### src/rtl/datareq_reply_fetch_if.sv
`default_nettype none
// ----------------------------------------------------------------------------
// Module   : datareq_reply_fetch_if
// Brief    : Request, DATAREQ memory handshake, reply stream and status bundle.
// Revision : 1.0
// ----------------------------------------------------------------------------
interface datareq_reply_fetch_if;
  logic        req_valid;
  logic [47:0] req_tag;
  logic        req_ready;
  logic        start_event_req;
  logic        data_ready;
  logic [15:0] packets_in_event;
  logic        last_word;
  logic        re_fifo;
  logic [63:0] data_in;
  logic        out_valid;
  logic        out_ready;
  logic [63:0] out_data;
  logic        out_sop;
  logic        out_eop;
  logic        clr_err;
  logic [31:0] evt_cnt;
  logic [31:0] word_cnt;
  logic        err_seq;
  logic        err_timeout;
  logic        err_lastword;

  modport master (
    input  req_valid, req_tag, data_ready, packets_in_event, last_word,
           data_in, out_ready, clr_err,
    output req_ready, start_event_req, re_fifo, out_valid, out_data,
           out_sop, out_eop, evt_cnt, word_cnt, err_seq, err_timeout,
           err_lastword
  );

  modport slave (
    output req_valid, req_tag, data_ready, packets_in_event, last_word,
           data_in, out_ready, clr_err,
    input  req_ready, start_event_req, re_fifo, out_valid, out_data,
           out_sop, out_eop, evt_cnt, word_cnt, err_seq, err_timeout,
           err_lastword
  );
endinterface
`default_nettype wire

### src/rtl/datareq_reply_fetch.sv
`default_nettype none
// ----------------------------------------------------------------------------
// Module   : datareq_reply_fetch
// Brief    : Fetches one DATAREQ event per request and streams header + payload.
// Revision : 1.0
// ----------------------------------------------------------------------------
module datareq_reply_fetch #(
  parameter int TIMEOUT_CYCLES = 1024,
  parameter int WAIT_RD        = 2
) (
  input  logic                         readout_clk,
  input  logic                         reset,
  datareq_reply_fetch_if.master        bus
);

  localparam logic [2:0] S_IDLE  = 3'd0;
  localparam logic [2:0] S_REQ   = 3'd1;
  localparam logic [2:0] S_HDR   = 3'd2;
  localparam logic [2:0] S_PULSE = 3'd3;
  localparam logic [2:0] S_WAIT  = 3'd4;
  localparam logic [2:0] S_OUT   = 3'd5;
  localparam logic [2:0] S_DRAIN = 3'd6;

  logic [2:0]  state_q, state_d;
  logic [47:0] tag_q, tag_d;
  logic [15:0] p_q, p_d;
  logic [16:0] r_q, r_d;
  logic [31:0] tmo_q, tmo_d;
  logic [15:0] wait_q, wait_d;
  logic [31:0] prev_q, prev_d;
  logic        first_q, first_d;
  logic        lw_seen_q, lw_seen_d;
  logic        req_ready_q, req_ready_d;
  logic        start_q, start_d;
  logic        re_fifo_q, re_fifo_d;
  logic        out_valid_q, out_valid_d;
  logic [63:0] out_data_q, out_data_d;
  logic        out_sop_q, out_sop_d;
  logic        out_eop_q, out_eop_d;
  logic [31:0] evt_cnt_q, evt_cnt_d;
  logic [31:0] word_cnt_q, word_cnt_d;
  logic        err_seq_q, err_seq_d;
  logic        err_tmo_q, err_tmo_d;
  logic        err_lw_q, err_lw_d;
  logic        set_seq, set_tmo, set_lw;
  logic        hs;

  assign hs = out_valid_q & bus.out_ready;

  always_comb begin
    state_d     = state_q;
    tag_d       = tag_q;
    p_d         = p_q;
    r_d         = r_q;
    tmo_d       = tmo_q;
    wait_d      = wait_q;
    prev_d      = prev_q;
    first_d     = first_q;
    lw_seen_d   = lw_seen_q;
    req_ready_d = req_ready_q;
    start_d     = start_q;
    re_fifo_d   = 1'b0;
    out_valid_d = out_valid_q;
    out_data_d  = out_data_q;
    out_sop_d   = out_sop_q;
    out_eop_d   = out_eop_q;
    evt_cnt_d   = evt_cnt_q;
    word_cnt_d  = word_cnt_q;
    set_seq     = 1'b0;
    set_tmo     = 1'b0;
    set_lw      = 1'b0;

    if ((state_q inside {S_PULSE, S_WAIT, S_OUT, S_DRAIN}) && bus.last_word)
      lw_seen_d = 1'b1;

    case (state_q)
      S_IDLE: begin
        if (bus.req_valid && req_ready_q) begin
          tag_d       = bus.req_tag;
          req_ready_d = 1'b0;
          start_d     = 1'b1;
          tmo_d       = 32'd0;
          lw_seen_d   = 1'b0;
          first_d     = 1'b1;
          state_d     = S_REQ;
        end
      end
      S_REQ: begin
        if (bus.data_ready) begin
          p_d         = bus.packets_in_event;
          r_d         = {bus.packets_in_event, 1'b0};
          start_d     = 1'b0;
          out_valid_d = 1'b1;
          out_data_d  = {tag_q, bus.packets_in_event};
          out_sop_d   = 1'b1;
          out_eop_d   = (bus.packets_in_event == 16'd0);
          state_d     = S_HDR;
        end else if (tmo_q == 32'(TIMEOUT_CYCLES - 1)) begin
          set_tmo     = 1'b1;
          p_d         = 16'd0;
          r_d         = 17'd0;
          start_d     = 1'b0;
          out_valid_d = 1'b1;
          out_data_d  = {tag_q, 16'd0};
          out_sop_d   = 1'b1;
          out_eop_d   = 1'b1;
          state_d     = S_HDR;
        end else begin
          tmo_d = tmo_q + 32'd1;
        end
      end
      S_HDR: begin
        if (hs) begin
          out_valid_d = 1'b0;
          out_sop_d   = 1'b0;
          out_eop_d   = 1'b0;
          if (p_q == 16'd0) begin
            state_d = S_DRAIN;
          end else begin
            re_fifo_d = 1'b1;
            state_d   = S_PULSE;
          end
        end
      end
      S_PULSE: begin
        wait_d  = 16'd0;
        state_d = S_WAIT;
      end
      S_WAIT: begin
        // Sample lands WAIT_RD cycles after the pulse cycle.
        if (wait_q == 16'(WAIT_RD - 1)) begin
          out_valid_d = 1'b1;
          out_data_d  = bus.data_in;
          out_eop_d   = (r_q == 17'd1);
          if (bus.data_in[63:32] != bus.data_in[31:0] + 32'd1)
            set_seq = 1'b1;
          if (!first_q && (bus.data_in[31:0] != prev_q + 32'd2))
            set_seq = 1'b1;
          prev_d  = bus.data_in[31:0];
          first_d = 1'b0;
          state_d = S_OUT;
        end else begin
          wait_d = wait_q + 16'd1;
        end
      end
      S_OUT: begin
        if (hs) begin
          out_valid_d = 1'b0;
          out_eop_d   = 1'b0;
          r_d         = r_q - 17'd1;
          word_cnt_d  = word_cnt_q + 32'd1;
          if (r_q == 17'd1) begin
            state_d = S_DRAIN;
          end else begin
            re_fifo_d = 1'b1;
            state_d   = S_PULSE;
          end
        end
      end
      S_DRAIN: begin
        // Holding here keeps start_event_req low until the memory side releases.
        if (!bus.data_ready) begin
          evt_cnt_d   = evt_cnt_q + 32'd1;
          req_ready_d = 1'b1;
          if ((p_q != 16'd0) && !(lw_seen_q || bus.last_word))
            set_lw = 1'b1;
          state_d = S_IDLE;
        end
      end
      default: begin
        state_d     = S_IDLE;
        req_ready_d = 1'b1;
        start_d     = 1'b0;
        out_valid_d = 1'b0;
      end
    endcase

    err_seq_d = (err_seq_q & ~bus.clr_err) | set_seq;
    err_tmo_d = (err_tmo_q & ~bus.clr_err) | set_tmo;
    err_lw_d  = (err_lw_q  & ~bus.clr_err) | set_lw;
  end

  always_ff @(posedge readout_clk) begin
    if (reset) begin
      state_q     <= S_IDLE;
      tag_q       <= 48'd0;
      p_q         <= 16'd0;
      r_q         <= 17'd0;
      tmo_q       <= 32'd0;
      wait_q      <= 16'd0;
      prev_q      <= 32'd0;
      first_q     <= 1'b1;
      lw_seen_q   <= 1'b0;
      req_ready_q <= 1'b1;
      start_q     <= 1'b0;
      re_fifo_q   <= 1'b0;
      out_valid_q <= 1'b0;
      out_data_q  <= 64'd0;
      out_sop_q   <= 1'b0;
      out_eop_q   <= 1'b0;
      evt_cnt_q   <= 32'd0;
      word_cnt_q  <= 32'd0;
      err_seq_q   <= 1'b0;
      err_tmo_q   <= 1'b0;
      err_lw_q    <= 1'b0;
    end else begin
      state_q     <= state_d;
      tag_q       <= tag_d;
      p_q         <= p_d;
      r_q         <= r_d;
      tmo_q       <= tmo_d;
      wait_q      <= wait_d;
      prev_q      <= prev_d;
      first_q     <= first_d;
      lw_seen_q   <= lw_seen_d;
      req_ready_q <= req_ready_d;
      start_q     <= start_d;
      re_fifo_q   <= re_fifo_d;
      out_valid_q <= out_valid_d;
      out_data_q  <= out_data_d;
      out_sop_q   <= out_sop_d;
      out_eop_q   <= out_eop_d;
      evt_cnt_q   <= evt_cnt_d;
      word_cnt_q  <= word_cnt_d;
      err_seq_q   <= err_seq_d;
      err_tmo_q   <= err_tmo_d;
      err_lw_q    <= err_lw_d;
    end
  end

  assign bus.req_ready       = req_ready_q;
  assign bus.start_event_req = start_q;
  assign bus.re_fifo         = re_fifo_q;
  assign bus.out_valid       = out_valid_q;
  assign bus.out_data        = out_data_q;
  assign bus.out_sop         = out_sop_q;
  assign bus.out_eop         = out_eop_q;
  assign bus.evt_cnt         = evt_cnt_q;
  assign bus.word_cnt        = word_cnt_q;
  assign bus.err_seq         = err_seq_q;
  assign bus.err_timeout     = err_tmo_q;
  assign bus.err_lastword    = err_lw_q;

endmodule
`default_nettype wire

### src/flat_wrapper.sv
// flat-port wrapper written by rule: the top's interface ports become plain ports
module datareq_reply_fetch_flat 
#(
  parameter int TIMEOUT_CYCLES = 1024,
  parameter int WAIT_RD        = 2
)
  (readout_clk, reset, bus_req_valid, bus_req_tag, bus_data_ready, bus_packets_in_event, bus_last_word, bus_data_in, bus_out_ready, bus_clr_err, bus_req_ready, bus_start_event_req, bus_re_fifo, bus_out_valid, bus_out_data, bus_out_sop, bus_out_eop, bus_evt_cnt, bus_word_cnt, bus_err_seq, bus_err_timeout, bus_err_lastword);
  datareq_reply_fetch_if bus_i ();
  input  logic readout_clk;
  input  logic reset;
  input wire logic [$bits(bus_i.req_valid)-1:0] bus_req_valid;
  input wire logic [$bits(bus_i.req_tag)-1:0] bus_req_tag;
  input wire logic [$bits(bus_i.data_ready)-1:0] bus_data_ready;
  input wire logic [$bits(bus_i.packets_in_event)-1:0] bus_packets_in_event;
  input wire logic [$bits(bus_i.last_word)-1:0] bus_last_word;
  input wire logic [$bits(bus_i.data_in)-1:0] bus_data_in;
  input wire logic [$bits(bus_i.out_ready)-1:0] bus_out_ready;
  input wire logic [$bits(bus_i.clr_err)-1:0] bus_clr_err;
  output wire logic [$bits(bus_i.req_ready)-1:0] bus_req_ready;
  output wire logic [$bits(bus_i.start_event_req)-1:0] bus_start_event_req;
  output wire logic [$bits(bus_i.re_fifo)-1:0] bus_re_fifo;
  output wire logic [$bits(bus_i.out_valid)-1:0] bus_out_valid;
  output wire logic [$bits(bus_i.out_data)-1:0] bus_out_data;
  output wire logic [$bits(bus_i.out_sop)-1:0] bus_out_sop;
  output wire logic [$bits(bus_i.out_eop)-1:0] bus_out_eop;
  output wire logic [$bits(bus_i.evt_cnt)-1:0] bus_evt_cnt;
  output wire logic [$bits(bus_i.word_cnt)-1:0] bus_word_cnt;
  output wire logic [$bits(bus_i.err_seq)-1:0] bus_err_seq;
  output wire logic [$bits(bus_i.err_timeout)-1:0] bus_err_timeout;
  output wire logic [$bits(bus_i.err_lastword)-1:0] bus_err_lastword;
  assign bus_i.req_valid = bus_req_valid;
  assign bus_i.req_tag = bus_req_tag;
  assign bus_i.data_ready = bus_data_ready;
  assign bus_i.packets_in_event = bus_packets_in_event;
  assign bus_i.last_word = bus_last_word;
  assign bus_i.data_in = bus_data_in;
  assign bus_i.out_ready = bus_out_ready;
  assign bus_i.clr_err = bus_clr_err;
  assign bus_req_ready = bus_i.req_ready;
  assign bus_start_event_req = bus_i.start_event_req;
  assign bus_re_fifo = bus_i.re_fifo;
  assign bus_out_valid = bus_i.out_valid;
  assign bus_out_data = bus_i.out_data;
  assign bus_out_sop = bus_i.out_sop;
  assign bus_out_eop = bus_i.out_eop;
  assign bus_evt_cnt = bus_i.evt_cnt;
  assign bus_word_cnt = bus_i.word_cnt;
  assign bus_err_seq = bus_i.err_seq;
  assign bus_err_timeout = bus_i.err_timeout;
  assign bus_err_lastword = bus_i.err_lastword;
  datareq_reply_fetch #(.TIMEOUT_CYCLES(TIMEOUT_CYCLES), .WAIT_RD(WAIT_RD)) u_core (.readout_clk(readout_clk), .reset(reset), .bus(bus_i));
endmodule
### config.mk
export PLATFORM = sky130hd
export DESIGN_NAME = datareq_reply_fetch_flat
export DESIGN_NICKNAME = d
export VERILOG_FILES = /design/src/rtl/datareq_reply_fetch_if.sv /design/src/rtl/datareq_reply_fetch.sv /design/src/flat_wrapper.sv
export SDC_FILE = /design/constraint.sdc
export NUM_CORES = 1
export LEC_CHECK = 0
export ABC_AREA = 1
export CAP_MARGIN = 25
export CELL_PAD_IN_SITES_DETAIL_PLACEMENT = 1
export CELL_PAD_IN_SITES_GLOBAL_PLACEMENT = 1
export CORE_UTILIZATION = 34
export CTS_CLUSTER_SIZE = 16
export DETAILED_ROUTE_END_ITERATION = 8
export GPL_TIMING_DRIVEN = 0
export HOLD_SLACK_MARGIN = 0.08
export PLACE_DENSITY_LB_ADDON = 0.12
export REMOVE_ABC_BUFFERS = 1
export SETUP_SLACK_MARGIN = 0.2
export SLEW_MARGIN = 40
export SYNTH_ARGS = -nofsm -noshare
export SYNTH_HDL_FRONTEND = slang
export SYNTH_SLANG_ARGS = --single-unit
### constraint.sdc
create_clock -name readout_clk -period 2 [get_ports readout_clk]
set_clock_uncertainty 0.05 [all_clocks]
set_input_delay 0.4 -clock readout_clk [delete_from_list [all_inputs] [get_ports readout_clk]]
set_output_delay 0.4 -clock readout_clk [all_outputs]
set_load 0.05 [all_outputs]
== After elaboration in Yosys (flattened, before gate mapping) ==
Index checks and enable logic that the tools add are counted.
W data, S select, Z words.

* $add $sub $neg: 7
* Multiply operators: 0
* Div/mod/pow operators: 0
* Magnitude comparators: 0
* Equal/unequal tests: 21
* Shift-type cells: 0
* Muxes and demuxes: 62
* Bitwise operators: 12
* Reduce and logical (&&, ||, !) cells: 40

{| class="wikitable"
|+ Operators by type and width
! operator !! number
|-
| $mux W64 || 3
|-
| $add A32 B1 Y32 const B || 4
|-
| $pmux W64 S2 || 1
|-
| $mux W32 || 3
|-
| $ne A32 B32 Y1 || 2
|-
| $pmux W32 S2 || 1
|-
| $mux W17 || 3
|-
| $mux W16 || 3
|-
| $pmux W17 S2 || 1
|-
| $add A32 B2 Y32 const B || 1
|-
| $eq A32 B10 Y1 const B || 1
|-
| $logic_not A16 Y1 || 2
|-
| $pmux W16 S2 || 1
|-
| $mux W1 || 29
|-
| $mux W3 || 9
|-
| $pmux W3 S7 || 1
|-
| $reduce_and A3 Y1 || 6
|-
| $eq A17 B1 Y1 const B || 1
|-
| $sub A17 B1 Y17 const B || 1
|-
| $add A16 B1 Y16 const B || 1
|-
| $eq A16 B1 Y1 const B || 1
|-
| $reduce_bool A16 Y1 || 1
|-
| $reduce_bool A2 Y1 || 7
|-
| $reduce_and A2 Y1 || 6
|-
| other kinds (23) || 53
|}

* Register bits after elaboration: 303
* Bits in latches: 0
* Bits in writable memories: 0
* Bits in read-only memories: 0
* Input port bits: 135
* Output and inout bits: 137
* Logic and storage cells: 163
* Memories: 0

== Longest topological paths before layout ==
Gate-level depths: netlist of run 1.

* Word-level depth: 7
* Mapped depth: 19
* Gate-level depth less buffers: 18

== Worst setup path before layout of run 1 ==
Ideal clock, no wire load.

* Kind: register to register
* From: register u_core.out_valid_q (netlist: u_core.bus.out_valid)
* To: register u_core.word_cnt_q[27] (netlist: u_core.bus.word_cnt[27])
* Arrival: 2.255 ns
* Setup slack: -0.418 ns
* Cell stages (with the launch flop): 16
* Path buffers: 0
* Cells stage by stage: dfxtp_1 nand2_1 nor2_8 inv_4 nor2_4 nand3_2 nor2_1 nand2_1 inv_2 nand3_2 nor2_2 nand3_2 nor2_2 nand2_1 o21ai_1 nor2_1

* Longest elaborated chain between the ends: 2

{| class="wikitable"
|+ RTL lines
! element !! line !! source
|-
| start: declaration || datareq_reply_fetch.sv:36 || <nowiki>logic out_valid_q, out_valid_d;</nowiki>
|-
| start signal: assignment || datareq_reply_fetch.sv:219 || <nowiki>out_valid_q <= out_valid_d;</nowiki>
|-
| $and A1 B1 Y1 || datareq_reply_fetch.sv:48 || <nowiki>assign hs = out_valid_q & bus.out_ready;</nowiki>
|-
| $reduce_and A2 Y1 (no line) || n/a ||
|-
| end signal: assignment || datareq_reply_fetch.sv:224 || <nowiki>word_cnt_q <= word_cnt_d;</nowiki>
|-
| end: declaration || datareq_reply_fetch.sv:41 || <nowiki>logic [31:0] word_cnt_q, word_cnt_d;</nowiki>
|}

No other way between the ends.
A chain may end at the register's enable or synchronous reset.

== Worst setup path after layout of run 1 ==
* From: register u_core.state_q[1]
* To: register u_core.tmo_q[20]

* Longest elaborated chain between the ends: 3
* Elaborated cells on any way between the ends: 8
* Classes of those cells: 4 x eq/ne; 1 x mux; 3 x reduce/logical

{| class="wikitable"
|+ RTL lines
! element !! line !! source
|-
| start: declaration || datareq_reply_fetch.sv:24 || <nowiki>logic [2:0] state_q, state_d;</nowiki>
|-
| start signal: assignment || datareq_reply_fetch.sv:207 || <nowiki>state_q <= state_d;</nowiki>
|-
| $eq A3 B1 Y1 / $logic_not A3 Y1 (equally long branches) || datareq_reply_fetch.sv:76 || <nowiki>case (state_q)</nowiki>
|-
| $ne A2 B2 Y1 (no line), or another cell as far along || n/a ||
|-
| $reduce_and A4 Y1 (no line) || n/a ||
|-
| end signal: assignment || datareq_reply_fetch.sv:211 || <nowiki>tmo_q <= tmo_d;</nowiki>
|-
| end: declaration || datareq_reply_fetch.sv:28 || <nowiki>logic [31:0] tmo_q, tmo_d;</nowiki>
|}

Parallel ways exist; a longest one is shown, timed or not.

==> results of run 1 <==
-- sequential cells by signal, indices dropped and copies added (netlist names), 3 cells and up --
register and count:
u_core.state_q 3, u_core.tag_q 48, u_core.r_q 17, u_core.prev_q 32
u_core.wait_q 16, u_core.bus.out_data 64, u_core.bus.evt_cnt 32, u_core.bus.word_cnt 32
u_core.p_q 16, u_core.tmo_q 32
-- cells in the mapped netlist (18+ instances only) --
master / count
nor2_1: 328
nand2_1: 643
nor3_1: 82
xnor2_1: 26
nand4_1: 40
nor4_1: 23
a31oi_1: 69
o21ai_0: 160
inv_1: 223
clkbuf_1: 86
o21ai_1: 47
nand3_1: 92
xor2_1: 58
buf_2: 18
a21oi_1: 153
dfxtp_1: 303
-- repair_timing --
item | in CTS | in global routing
gates cloned | 22 | 19
pin swaps | 46 | 98
hold buffers | 0 | 0
setup buffers | 103 | 85
gates resized for setup | 501 | 645
setup endpoints to repair | 432 | 389
-- kinds of logic (layout without fill, tap and decap cells) --
kind of cell	Yosys count	in the layout	synth area share, %
compound gates	469	469	15.7
buf+inv	356	814	8.62
fa+ha+maj	9	9	0.687
other cells	0	5	0
xor+xnor	84	84	4.49
flops	303	303	37.0
simple gates	1271	1275	33.5
-- layout make-up --
cell class	count	area [um2]	share of cell area, %
Multi-Input combinational cell	1837	10900	43.2
Sequential cell	303	6160	24.4
Timing Repair Buffer	492	4930	19.5
Clock buffer	59	1110	4.40
Inverter	242	1050	4.17
Tap cell	615	769	3.05
Timing Repair inverter	17	262	1.04
Clock inverter	4	48.8	0.193
Antenna cell	5	12.5	0.0496
-- critical path, stage by stage (launching register included) --
cell and delay, ps:
dfxtp_4 360, inv_4 90, buf_6 110, buf_6 90
nand2_4 50, nor2_4 150, inv_4 70, nor2_4 140
nand2_4 100, inv_6 80, nor2_4 60, buf_12 130
nor2_4 180, nand2_2 110, nor2_4 190, nand3_2 110
nand2_1 80, nand2_1 70, nor2_1 110
-- metrics by stage --
step           cell area [um2]  power, mW  util, %  hold slack, ps
4_1_cts                  22900       28.2     48.0             126
2_1_floorplan            15900       14.3        -             369
3_3_place_gp             19400       17.8     40.7             390
5_1_grt                  25200       33.9     53.0             137
6_report                 25200       32.8     53.0             153
3_5_place_dp             19700       18.3     41.4             400
-- metal layers --
metal | global-route usage, % | wire, um
met1 | 34.7 | 33100
met2 | 48.6 | 40000
met3 | 5.43 | 5570
met4 | 9.70 | 3680
met5 | 0 | 53
-- power breakdown --
part	total, mW	switching [mW]	internal (mW)	leakage (nW)
sequential	8.35	1.05	7.31	2.49
clock	6.80	2.88	3.92	0.567
combinational	17.6	11.2	6.48	7.05
total	32.8	15.1	17.7	10.1
-- cell usage in the layout (no fill, tap or decap), types with 16 or more instances in the layout --
master / n
nand2_2: 31
nor2_1: 256
buf_6: 54
nand3_1: 81
dfxtp_1: 260
dfxtp_2: 28
clkdlybuf4s15_2: 18
nand2_1: 597
clkbuf_16: 51
a21oi_2: 22
buf_16: 16
inv_1: 201
buf_4: 108
a31oi_1: 59
o21ai_2: 76
nand4_1: 40
nor4_1: 16
o21ai_0: 94
xor2_1: 58
a21oi_1: 130
buf_2: 30
inv_2: 23
o21ai_1: 29
buf_12: 22
xnor2_1: 26
nor3_2: 19
clkdlybuf4s50_1: 106
dlygate4sd2_1: 17
nor3_1: 53
nor2_4: 56
nor2_2: 41
clkbuf_2: 81
nand3_4: 16
-- path summary, 6_finish.rpt --
| kind | startpoint | endpoint | slack (ps) | cells after the start |
|---|---|---|---|---|
| min reg2reg | u_core.tmo_q[31]$_SDFFE_PP0P_ | u_core.tmo_q[31]$_SDFFE_PP0P_ | 410 | 1 |
| max | u_core.state_q[1]$_SDFFE_PP0P_ | u_core.tmo_q[20]$_SDFFE_PP0P_ | -420 | 18 |
| max reg2reg | u_core.state_q[1]$_SDFFE_PP0P_ | u_core.tmo_q[20]$_SDFFE_PP0P_ | -420 | 18 |
| min | reset | u_core.bus.err_seq$_SDFF_PP0_ | 150 | 2 |
==> impl_metrics.yaml, run 1 <==
synthesis:
  synth.avg_cell_area_um2: 6.58
  synthTopCellsByArea: "dfxtp_1 (37%), nand2_1 (15%), nor2_1 (7.5%)"
  ys_warn_count: 0
  synth_cell_types: 62
  synth_area_leader_cell: "dfxtp_1"
  synth_top_cell_area_share_pct: 37.0
  synth_edf_count: 0
  synthesis.area_um2: 16400
  ys_ff_latch: 303
  ys.flop_type: "dfxtp_1"
  synth-async-reset-ratio_pct: 0
  yosysSeqAreaShare_pct: 37.0
  netlist_instances: 2492
finish:
  nets: 3075
  area_delta_synth_final_pct: 54.0
  layout-drive-gt1-share_pct: 29.4
  final_cells: 3574
  n_fill_cell: 5789
global_route:
  grt_remaining_overflow: 0
  grt_max_degree: 78
  grt_pass1_vias: 19320
  grt_pass1_wl_mm: 109
  track_usage_pct: 28.1
  antenna_found_initial: 10
power:
  leakage_nw: 10.1
  ir_worst_vdd_v: 0.000702
  power_density_nw_per_um2: 1300
floorplanning:
  io_pins: 272
  die_width_um: 222
  rows: 80
  die_area_um2: 49100
  start_util_pct: 34.4
  die_h_um: 222
  core_um2: 47600
clock_network:
  cts_num_sinks: 303
  clk-insertion-delay-late_ps: 580
  cts_tree: "done"
  clock_path_buffers: 3
  cts-htree-levels: 2
  root_buffer: "clkbuf_16"
  clkTransAtPathRegs_ps: 60
  cts_buffers: 38
sta:
  rsz0062_at_grt: "yes"
  finalCritPeriodShare_pct: 121
  setup-violations-final: 251
  tightest_slew_ps: 631
  finalWorstSetupSlack_ps: -416
  hold_viol: 0
  min_period_ps: 2420
  fin_setup_tns_ps: -47430
  slew_headroom_pct: 57.7
  fmax_mhz: 414
  slew_viol_final: 0
drt:
  drtAntennaViolNets: 0
  detail_route.wl_per_cell_um: 23.1
  drt_pass1_iterations: 6
  drc: 0
  wl_mm: 82.4
  drtIter0Drc: 1237
  vias: 19739
  detail_route.vias_per_cell: 5.52
worst_setup_path:
  worstSetupEndpointType: "flip-flop"
  crit_fanout: 5
  cp-start-kind: "flip-flop"
  crit_type: "flip-flop to flip-flop"
  worst-endpoint-required_ps: 2450
  critPathArrivalTime_ps: 2870
place:
  place_hpwl_mm: 44.5
  gp_congestion: 0.881
  dp.cells: 3277
  port_buffers: 271
  place_ws_ps: -1660
outcome:
  status: "finished, violations left"
  violations: "negative setup slack"
hold_path:
  hold_class: "input pin to flip-flop"
job:
  maxCapViolCount: 0
Note: power is estimated with default switching activity, not from simulation.
==> run 2, diff against run 1 <==
--- a/config.mk
+++ b/config.mk
@@ -9,15 +9,18 @@
 export CAP_MARGIN = 25
 export CELL_PAD_IN_SITES_DETAIL_PLACEMENT = 1
 export CELL_PAD_IN_SITES_GLOBAL_PLACEMENT = 1
+export CORE_ASPECT_RATIO = 1.5
 export CORE_UTILIZATION = 34
 export CTS_CLUSTER_SIZE = 16
 export DETAILED_ROUTE_END_ITERATION = 8
 export GPL_TIMING_DRIVEN = 0
 export HOLD_SLACK_MARGIN = 0.08
 export PLACE_DENSITY_LB_ADDON = 0.12
+export RECOVER_POWER = 100
 export REMOVE_ABC_BUFFERS = 1
 export SETUP_SLACK_MARGIN = 0.2
 export SLEW_MARGIN = 40
 export SYNTH_ARGS = -nofsm -noshare
 export SYNTH_HDL_FRONTEND = slang
 export SYNTH_SLANG_ARGS = --single-unit
+export TNS_END_PERCENT = 10
==> run 2 against run 1 <==
Compared with the run above:
- the run still ends with negative setup slack left
- global-route usage decreased by 1.9 points
- fmax up 6.0%
- non-clock buffer count fell by 104
- clock power decreased by 1%
- critical path depth unchanged
- cell count decreased by 3.8%
- critical endpoint is now u_core.bus.err_seq$_SDFF_PP0_
- largest power group unchanged
==> impl_metrics.yaml, run 2 (synthesis gave the netlist of run 1 again) <==
floorplanning:
  die_area_um2: 49100
  core_um2: 47600
  io_pins: 272
  die_h_um: 271
  die_width_um: 181
  start_util_pct: 34.5
  rows: 98
global_route:
  grt_max_degree: 95
  grt_remaining_overflow: 0
  track_usage_pct: 26.2
  grt_pass1_vias: 18888
  antenna_found_initial: 9
  grt_pass1_wl_mm: 102
finish:
  regArea_um2: 6140
  layout_common_cells: "nand2_1 (604), nor2_1 (272), dfxtp_1 (269)"
  n_fill_cell: 5856
  layout_commonest_cell: "nand2_1"
  multi_input_area_um2: 10100
  nets: 2954
  area_delta_synth_final_pct: 41.9
  layout-drive-gt1-share_pct: 21.4
  fin_area_um2: 23300
  largest_reg_flops: 64
power:
  ir_worst_vdd_v: 0.000799
  sw_frac_of_total_pct: 43.7
  leakage_nw: 9.49
  power.switching_mw: 12.2
  power_density_nw_per_um2: 1200
  power_mw: 27.9
  p_comb_share_pct: 46.5
  p_seq_share_pct: 29.4
  clkPwrFrac_pct: 24.1
  internal-power_mw: 15.7
worst_setup_path:
  cp-start-kind: "flip-flop"
  path_delay_family: "simple AND/OR/NAND/NOR gates"
  critPathArrivalTime_ps: 2650
  crit_chain: "ha_4, nand2_4, nor2_4, nand2_4, nor2_4, nand2_1, nand2_1, nand2_1, nand2_1, nand2_1, nor2_1, nand2_1, nor2_2, nand2_2, nand2_2, nand2_2, nand2_4, a21oi_2"
  slowest_delay_ps: 380
  crit_type: "flip-flop to flip-flop"
  worst-endpoint-required_ps: 2370
  worstSetupEndpointType: "flip-flop"
  r2r_slack_ps: -280
  cp_common_cell: "nand2_1"
  slowest_stage: "dfxtp_4"
  crit_buf_inv: 0
  crit_fanout: 5
clock_network:
  cts_tree: "done"
  postCtsHoldBufs: 0
  clk-insertion-delay-late_ps: 540
  cts_num_sinks: 303
  cts_buffers: 34
  root_buffer: "clkbuf_16"
  cts-htree-levels: 2
  clkTransAtPathRegs_ps: 60
  clock_path_buffers: 3
job:
  maxCapViolCount: 0
sta:
  setup-violations-final: 133
  fin_hold_ws_ps: 155
  min_period_ps: 2280
  fin_setup_tns_ps: -15050
  finalCritPeriodShare_pct: 114
  slew_headroom_pct: 57.7
  tightest_slew_ps: 634
  slew_viol_final: 0
  finalWorstSetupSlack_ps: -280
  rsz0062_at_grt: "yes"
  hold_viol: 0
  fmax_mhz: 439
drt:
  detail_route.wl_per_cell_um: 20.0
  wl_mm: 68.6
  drt_pass1_iterations: 5
  detail_route.vias_per_cell: 5.33
  drtAntennaViolNets: 0
  vias: 18312
  drtIter0Drc: 706
  drc: 0
place:
  placed_area_um2: 19700
  place_ws_ps: -1690
  port_buffers: 271
  place_hpwl_mm: 45.6
  gp_congestion: 0.863
hold_path:
  hold_class: "input pin to flip-flop"
outcome:
  status: "finished, violations left"
  violations: "negative setup slack"
run 2: changes by cell type in the layout (fill, tap and decap cells not counted), moves of 15 or more:
cell             change
buf_6               -34
nor2_1              +16
dlymetal6s2s_1      +25
o21ai_2             -51
buf_4               -33
o21ai_1             +37
o21ai_0             +20
clkbuf_16           -15
clkbuf_2            -70
clkdlybuf4s15_2     +50
run 2: area by class of cell:
cell class	count	share of cell area, %
sequential	303	26.4
antenna	4	0.0430
inverter	242	4.50
clock buffer	47	4.09
clock inverter	13	0.861
multi-input combinational	1836	43.5
tap	600	3.23
timing repair buffer	388	17.1
timing repair inverter	5	0.307
run 2: per-layer routing:
metal / part of all wire (%) / up-vias / global-route usage (%)
met1: 39 / 8959 / 27.8
li1: - / 8795 / -
met3: 3.6 / 163 / 4.16
met2: 53 / 383 / 49.8
met4: 4.8 / 12 / 12.3
met5: 0.10 / - / 0
run 2: per-stage QoR:
| step | utilization [%] | std cells |
|---|---|---|
| after floorplan | - | 2378 |
| after global placement | 40.7 | 3249 |
| after detailed placement | 41.3 | 3260 |
| after CTS | 46.1 | 3375 |
| after global routing | 48.9 | 3437 |
| final | 48.9 | 3438 |
run 2: worst reg2reg max path, stage by stage (launching register included):
cell and delay (ps):
dfxtp_4 380, ha_4 180, nand2_4 70, nor2_4 210, nand2_4 120, nor2_4 170, nand2_1 60, nand2_1 50
nand2_1 60, nand2_1 60, nand2_1 50, nor2_1 90, nand2_1 70, nor2_2 120, nand2_2 100, nand2_2 80
nand2_2 80, nand2_4 110, a21oi_2 50
run 2: final timing paths:
| check | endpoint | from | depth (start not counted) |
|---|---|---|---|
| setup / recovery | u_core.bus.err_seq$_SDFF_PP0_ | u_core.prev_q[1]$_SDFFE_PP0P_ | 18 |
| setup reg to reg | u_core.bus.err_seq$_SDFF_PP0_ | u_core.prev_q[1]$_SDFFE_PP0P_ | 18 |
| hold / removal | u_core.bus.err_seq$_SDFF_PP0_ | reset | 2 |
| hold reg to reg | u_core.tmo_q[31]$_SDFFE_PP0P_ | u_core.tmo_q[31]$_SDFFE_PP0P_ | 1 |
run 2: power by group through the flow:
stage | combinational, mW | sequential (mW) | clock (mW)
floorplan | 3.99 | 10.3 | 0
global placement | 9.83 | 8.19 | 0
detailed placement | 10.1 | 8.17 | 0
CTS | 11.7 | 8.12 | 6.87
global route | 13.7 | 8.32 | 7.07
finish | 13.0 | 8.18 | 6.72
run 2: repair_timing:
action                     CTS  global route
setup buffers               46            56
resized for setup          548           352
gates cloned                 9             3
setup endpoints to repair  432           341
pin swaps                   44            94
==> RTL edit 1: new RTL, settings of run 1 <==
`TIMEOUT_CYCLES` is set to 1024 in 2 places; all go to 512.
--- a/src/rtl/datareq_reply_fetch.sv
+++ b/src/rtl/datareq_reply_fetch.sv
@@ -5,7 +5,7 @@
 // Revision : 1.0
 // ----------------------------------------------------------------------------
 module datareq_reply_fetch #(
-  parameter int TIMEOUT_CYCLES = 1024,
+  parameter int TIMEOUT_CYCLES = 512,
   parameter int WAIT_RD        = 2
 ) (
   input  logic                         readout_clk,
--- a/src/flat_wrapper.sv
+++ b/src/flat_wrapper.sv
@@ -1,7 +1,7 @@
 // flat-port wrapper written by rule: the top's interface ports become plain ports
 module datareq_reply_fetch_flat 
 #(
-  parameter int TIMEOUT_CYCLES = 1024,
+  parameter int TIMEOUT_CYCLES = 512,
   parameter int WAIT_RD        = 2
 )
   (readout_clk, reset, bus_req_valid, bus_req_tag, bus_data_ready, bus_packets_in_event, bus_last_word, bus_data_in, bus_out_ready, bus_clr_err, bus_req_ready, bus_start_event_req, bus_re_fifo, bus_out_valid, bus_out_data, bus_out_sop, bus_out_eop, bus_evt_cnt, bus_word_cnt, bus_err_seq, bus_err_timeout, bus_err_lastword);
Check against the original RTL: same outputs for any inputs over 4 cycles, from zero or initial values and one cycle with reset high; that may be too few to reach the edited logic, so the function may still have changed.
==> RTL edit 1 against run 1 <==
The run still ends with negative setup slack left; via count rose by 1.7%; global-route usage grew 1.5 points; sequential cell count unchanged; synthesized area up 2.3%; routed wire length is 0.78% lower; total power fell by 11%; setup slack worse by 280 ps; count of clock-buffer cells in the layout decreased by 3; fmax decreased by 10%; clock power is 4.4% higher; final area shrank 0.10%.
==> RTL edit 1: results (changes against run 1) <==
STA
The least setup slack across all paths after layout is -691.7 ps (-275.4 ps). The worst hold margin is 175.7 ps (+23.00 ps). The total negative setup slack is -90330 ps (-42900 ps). The setup violation total in the final timing report came to 238 (-5.2%). The pin slew with the least headroom to its limit was 672.8 ps (+41.36 ps).

Worst setup path
The worst setup path is captured at a flop. In this run the worst setup path begins at u_core.tmo_q[0]. The endpoint identified for the worst register-to-register timing path is u_core.bus.out_data[26]. On the critical path, the stage with the largest delay is an instance of sky130_fd_sc_hd__dfxtp_2. The largest fanout of any net on the critical path was 7 (+2). The cell depth of the worst flop-to-flop path was 17 (-1).

CTS
Clock-pin slew was measured on the worst setup and hold paths at roughly 70 ps. The number of CTS-inserted buffers is 39 (+2.6%). The maximum root-to-sink buffer count is 3 (unchanged).

The tree is rooted in a sky130_fd_sc_hd__clkbuf_16.

Layout
The number of nets at the end of the flow was 3180 (+3.4%). The fraction of final layout cells sized beyond drive strength 1 came to 0.2656 (-0.02826). The number of inserted filler cells in the final layout was 6099 (+5.4%).

Route
The vias per cell is 5.379 (-2.6%). The first-pass iteration count of the detailed router is 5 (-1). The sum of routed wire segments on met1 is 32340 µm (-2.3%).

The overall routed net length was 81790 µm (-0.78%). The detailed route wirelength on metal2 is 39460 µm (-1.4%). The total length of routed met3 wires was 5467 µm (-1.8%).

The number of DRC violations after detailed-routing iteration 0 came to 1264 (+2.2%). The top layer used by detailed routing is met5. The residual antenna-violating net count after detailed routing is 0 (unchanged).

Placement
The sum of net half-perimeters after detailed placement is 47780 µm (+7.4%). The worst setup slack after placement is -1590 ps (+70.72 ps). The number of port buffers is 271 (unchanged).

The routability congestion estimate is 0.8824 (+0.18%). The cell area after placement is 20210 µm² (+2.4%).

Yosys
The share of cell area taken by muxes after synthesis was 0 (unchanged). The xor-xnor portion of the synthesized cell area is 0.04939 (+0.004513). The number of distinct library cells after synthesis is 53 (-15%). The compound-gate portion of the synthesized area is 0.1401 (-0.01658). By area the synthesized netlist is led by sky130_fd_sc_hd__dfxtp_1 (36%), sky130_fd_sc_hd__nand2_1 (16%), sky130_fd_sc_hd__nor2_1 (8.0%). The sequential fraction of the synthesis area came to 0.3617 (-0.008310). The area share of fa/ha/maj cells after synthesis came to 0.006715 (-0.0001543). Counting instances in the post-synthesis netlist gives the leading cell types as sky130_fd_sc_hd__nand2_1 (723), sky130_fd_sc_hd__nor2_1 (358), sky130_fd_sc_hd__dfxtp_1 (303), sky130_fd_sc_hd__inv_1 (244), sky130_fd_sc_hd__a21oi_1 (196).

Global route
The overall fraction of global-route tracks in use is 0.2960 (+0.01498). The number of global-route vias before repair came to 20240 (+4.8%). The number of antenna violations at the first check in global routing came to 16 (+6).

The pin count of the biggest net entering global routing was 78 (unchanged). The first-pass GRT wire length came to 115600 µm (+5.7%).

Outcome
The flow ran to the end, but the final reports show violations. The final reports fail on negative setup slack.

Pwr
The leakage power is 10.37 nW (+2.6%). The peak supply drop was 515.1 µV (-27%).
[RTL edit 1: cell type report]
| class | instances | share of cell area |
|---|---|---|
| diodes | 3 | 0.0002977 |
| clock buffers | 56 | 0.04525 |
| clock inverters | 14 | 0.004912 |
| inverters | 255 | 0.04406 |
| multi-input cells | 1954 | 0.4416 |
| flip-flops and latches | 303 | 0.2430 |
| well taps | 664 | 0.03295 |
| repair buffers | 470 | 0.1797 |
| repair inverters | 13 | 0.008237 |
[RTL edit 1: cell families (layout without fill, tap and decap cells)]
group	Yosys count	count (layout)
AOI/OAI and AO/OA	447	447
and+or+nand+nor	1394	1405
other	0	3
xor gates and xnor gates	93	93
buffers and inverters	360	808
adders and majority gates	9	9
DFF	303	303
[RTL edit 1: how the worst min path moves through the flow]
stage	start	cells after the start	endpoint
finish	bus_data_in[1]	3	u_core.prev_q[1]
global route	bus_data_in[1]	3	u_core.prev_q[1]
CTS	reset	3	u_core.bus.evt_cnt[23]
detailed placement	u_core.first_q	2	u_core.first_q
global placement	u_core.first_q	2	u_core.first_q
floorplan	u_core.first_q	2	u_core.first_q
[RTL edit 1: metal layers]
layer  track usage  vias up
li1              -     9334
met1        0.3528     9814
met2        0.5038      648
met3       0.06480      255
met4        0.1401       24
met5             0        -
[RTL edit 1: what timing repair did]
item                       CTS  global route
pin swaps                   76           103
gates cloned                33             8
hold buffers                 1             0
setup endpoints to repair  431           423
buffers inserted            89            77
resized for setup          413           604
hold endpoints to repair     3             0
[RTL edit 1: through the flow]
stage            util  power, mW  std cells
2_1_floorplan       -      13.25       2501
3_3_place_gp   0.4062      16.50       3436
3_5_place_dp   0.4146      17.13       3451
4_1_cts        0.4905      28.04       3644
5_1_grt        0.5173      30.44       3732
6_report       0.5173      29.32       3732
[RTL edit 1: worst max-delay path, delay by kind of cell, from the launching register on]
| kind | cells | cell delay, ps |
|---|---|---|
| flops | 1 | 370 |
| compound gates | 2 | 200 |
| fa+ha+maj | 1 | 160 |
| buf+inv | 7 | 730 |
| simple gates | 7 | 1090 |
[RTL edit 1: power by group]
| group | internal (mW) | switching (mW) |
|---|---|---|
| registers | 7.05 | 0.701 |
| logic | 5.30 | 9.18 |
| clock network | 4.11 | 2.99 |
==> RTL edit 2: new RTL, settings of run 1 <==
Made on the original files. Take the reset off `p_q` and load it in a clocked block of its own.
--- a/src/rtl/datareq_reply_fetch.sv
+++ b/src/rtl/datareq_reply_fetch.sv
@@ -184,7 +184,6 @@
     if (reset) begin
       state_q     <= S_IDLE;
       tag_q       <= 48'd0;
-      p_q         <= 16'd0;
       r_q         <= 17'd0;
       tmo_q       <= 32'd0;
       wait_q      <= 16'd0;
@@ -206,7 +205,6 @@
     end else begin
       state_q     <= state_d;
       tag_q       <= tag_d;
-      p_q         <= p_d;
       r_q         <= r_d;
       tmo_q       <= tmo_d;
       wait_q      <= wait_d;
@@ -228,6 +226,10 @@
     end
   end
 
+  always_ff @(posedge readout_clk) begin
+    p_q <= p_d;
+  end
+
   assign bus.req_ready       = req_ready_q;
   assign bus.start_event_req = start_q;
   assign bus.re_fifo         = re_fifo_q;
Formal check against the unedited RTL: same outputs for any inputs over 4 cycles, from zero or initial values and one cycle with reset high; that may be too few to reach the edited logic, so the function may still have changed.
==> RTL edit 2 against run 1 <==
The flow still finishes with violations (negative setup slack); final area is 6.3% higher; synthesized area is 1.1% higher; sequential share of layout area is 0.83 points lower; first-iteration DRC count is 0.81% higher; setup slack worse by 350 ps; sequential cell count stayed put; routed wire length is 7.0% higher; total power is 1.7% lower; fmax is 13% lower; critical endpoint is now u_core.bus.err_seq.
==> RTL edit 2: results (changes against run 1) <==
Pwr
The leakage power was 10.81 nW (+6.9%). The cell-internal power is 18.37 mW (+3.7%). The clock group share of total power is 0.238 (+0.031). The sequential group power is 8.15 mW (-2.4%).

The power share of the combinational group is 0.509 (-0.029).

Layout
The number of nets at the end of the flow is 3123 (+1.6%). The number of inserted filler cells in the final layout came to 5709 (-1.4%). The layout clock buffer count came to 53 (-10%). The count of inserted antenna diode cells was 1 (-4). The utilization after layout is 0.5598 (+0.02998). The layout buffer count excluding clock buffers is 508 (+3.3%). The fraction of area in multi-input gates came to 0.4357 (+0.003916). The multi-input gate count is 1858 (+1.1%). The share of final layout cell area taken by non-clock buffers is 0.1978 (+0.002558). The fraction of final layout cells sized beyond drive strength 1 was 0.3446 (+0.05079).

Yosys
The area share of fa/ha/maj cells after synthesis is 0.006793 (-0.00007570). The number of synthesized flops with an enable pin came to 16 (+16). In the synthesized netlist, the cells that appear most often are sky130_fd_sc_hd__nand2_1 (682), sky130_fd_sc_hd__nor2_1 (348), sky130_fd_sc_hd__dfxtp_1 (287), sky130_fd_sc_hd__inv_1 (241), sky130_fd_sc_hd__o21ai_0 (192).

The synthesized instance count is 2519 (+1.1%). The sequential fraction of the synthesis area is 0.3756 (+0.005584). The xor-xnor portion of the synthesized cell area is 0.04574 (+0.0008641). By area the synthesized netlist is led by sky130_fd_sc_hd__dfxtp_1 (35%), sky130_fd_sc_hd__nand2_1 (15%), sky130_fd_sc_hd__nor2_1 (7.9%).

Placement
The worst setup slack after placement is -1624 ps (+35.94 ps). The sum of net half-perimeters after detailed placement is 46030 µm (+3.4%). The cell count after placement is 3312 (+1.1%). The routability congestion estimate is 0.8659 (-1.7%).

The cell area after placement came to 19980 µm² (+1.2%).

Global route
The met1 track demand over resource is 0.3688 (+0.02147). The number of antenna violations at the first check in global routing is 3 (-7). The overall fraction of global-route tracks in use is 0.3057 (+0.02463). The met3 track demand over resource in global routing was 0.06546 (+0.01113). The first-pass GRT wire length is 118100 µm (+8.0%).

STA
The setup violation total in the final timing report is 248 (-1.2%). The total negative setup slack came to -43720 ps (+3711 ps). The least setup slack across all paths after layout came to -764.6 ps (-348.4 ps).

Route
The number of DRC violations after detailed-routing iteration 0 is 1247 (+0.81%). The total length of routed met3 wires is 6637 µm (+19%). The sum of routed wire segments on met1 is 33760 µm (+2.0%).

The vias per cell was 5.613 (+1.6%). The routed wirelength normalized by instance count is 24.32 µm (+5.5%).

CTS
The number of instances resized during post-cts repair is 759 (+51%). The buffer count from post-CTS setup fixing was 122 (+18%).

Worst setup path
The arrival time reported for the critical path endpoint came to 3140 ps (+270 ps).

Outcome
The flow ran to the end, but the final reports show violations. The checks that failed: negative setup slack.
RTL edit 2: changes by cell type after synthesis, moves of 12 or more:
cell and delta:
sky130_fd_sc_hd__xor2_1 -14, sky130_fd_sc_hd__dfxtp_1 -16, sky130_fd_sc_hd__edfxtp_1 +16, sky130_fd_sc_hd__clkbuf_1 -12, sky130_fd_sc_hd__nand2_1 +39, sky130_fd_sc_hd__inv_1 +18
sky130_fd_sc_hd__nor3_1 -22, sky130_fd_sc_hd__nor2_1 +20, sky130_fd_sc_hd__o21ai_1 -43, sky130_fd_sc_hd__o21ai_0 +32, sky130_fd_sc_hd__a21oi_1 -20, sky130_fd_sc_hd__xnor2_1 +14
RTL edit 2: worst paths after layout:
kind	startpoint	to	slack, ps
worst min register to register	u_core.r_q[11]	u_core.r_q[11]	430
worst max register to register	u_core.prev_q[1]	u_core.bus.err_seq	-760
worst min-delay path	reset	u_core.bus.word_cnt[17]	160
worst max-delay path	u_core.prev_q[1]	u_core.bus.err_seq	-760
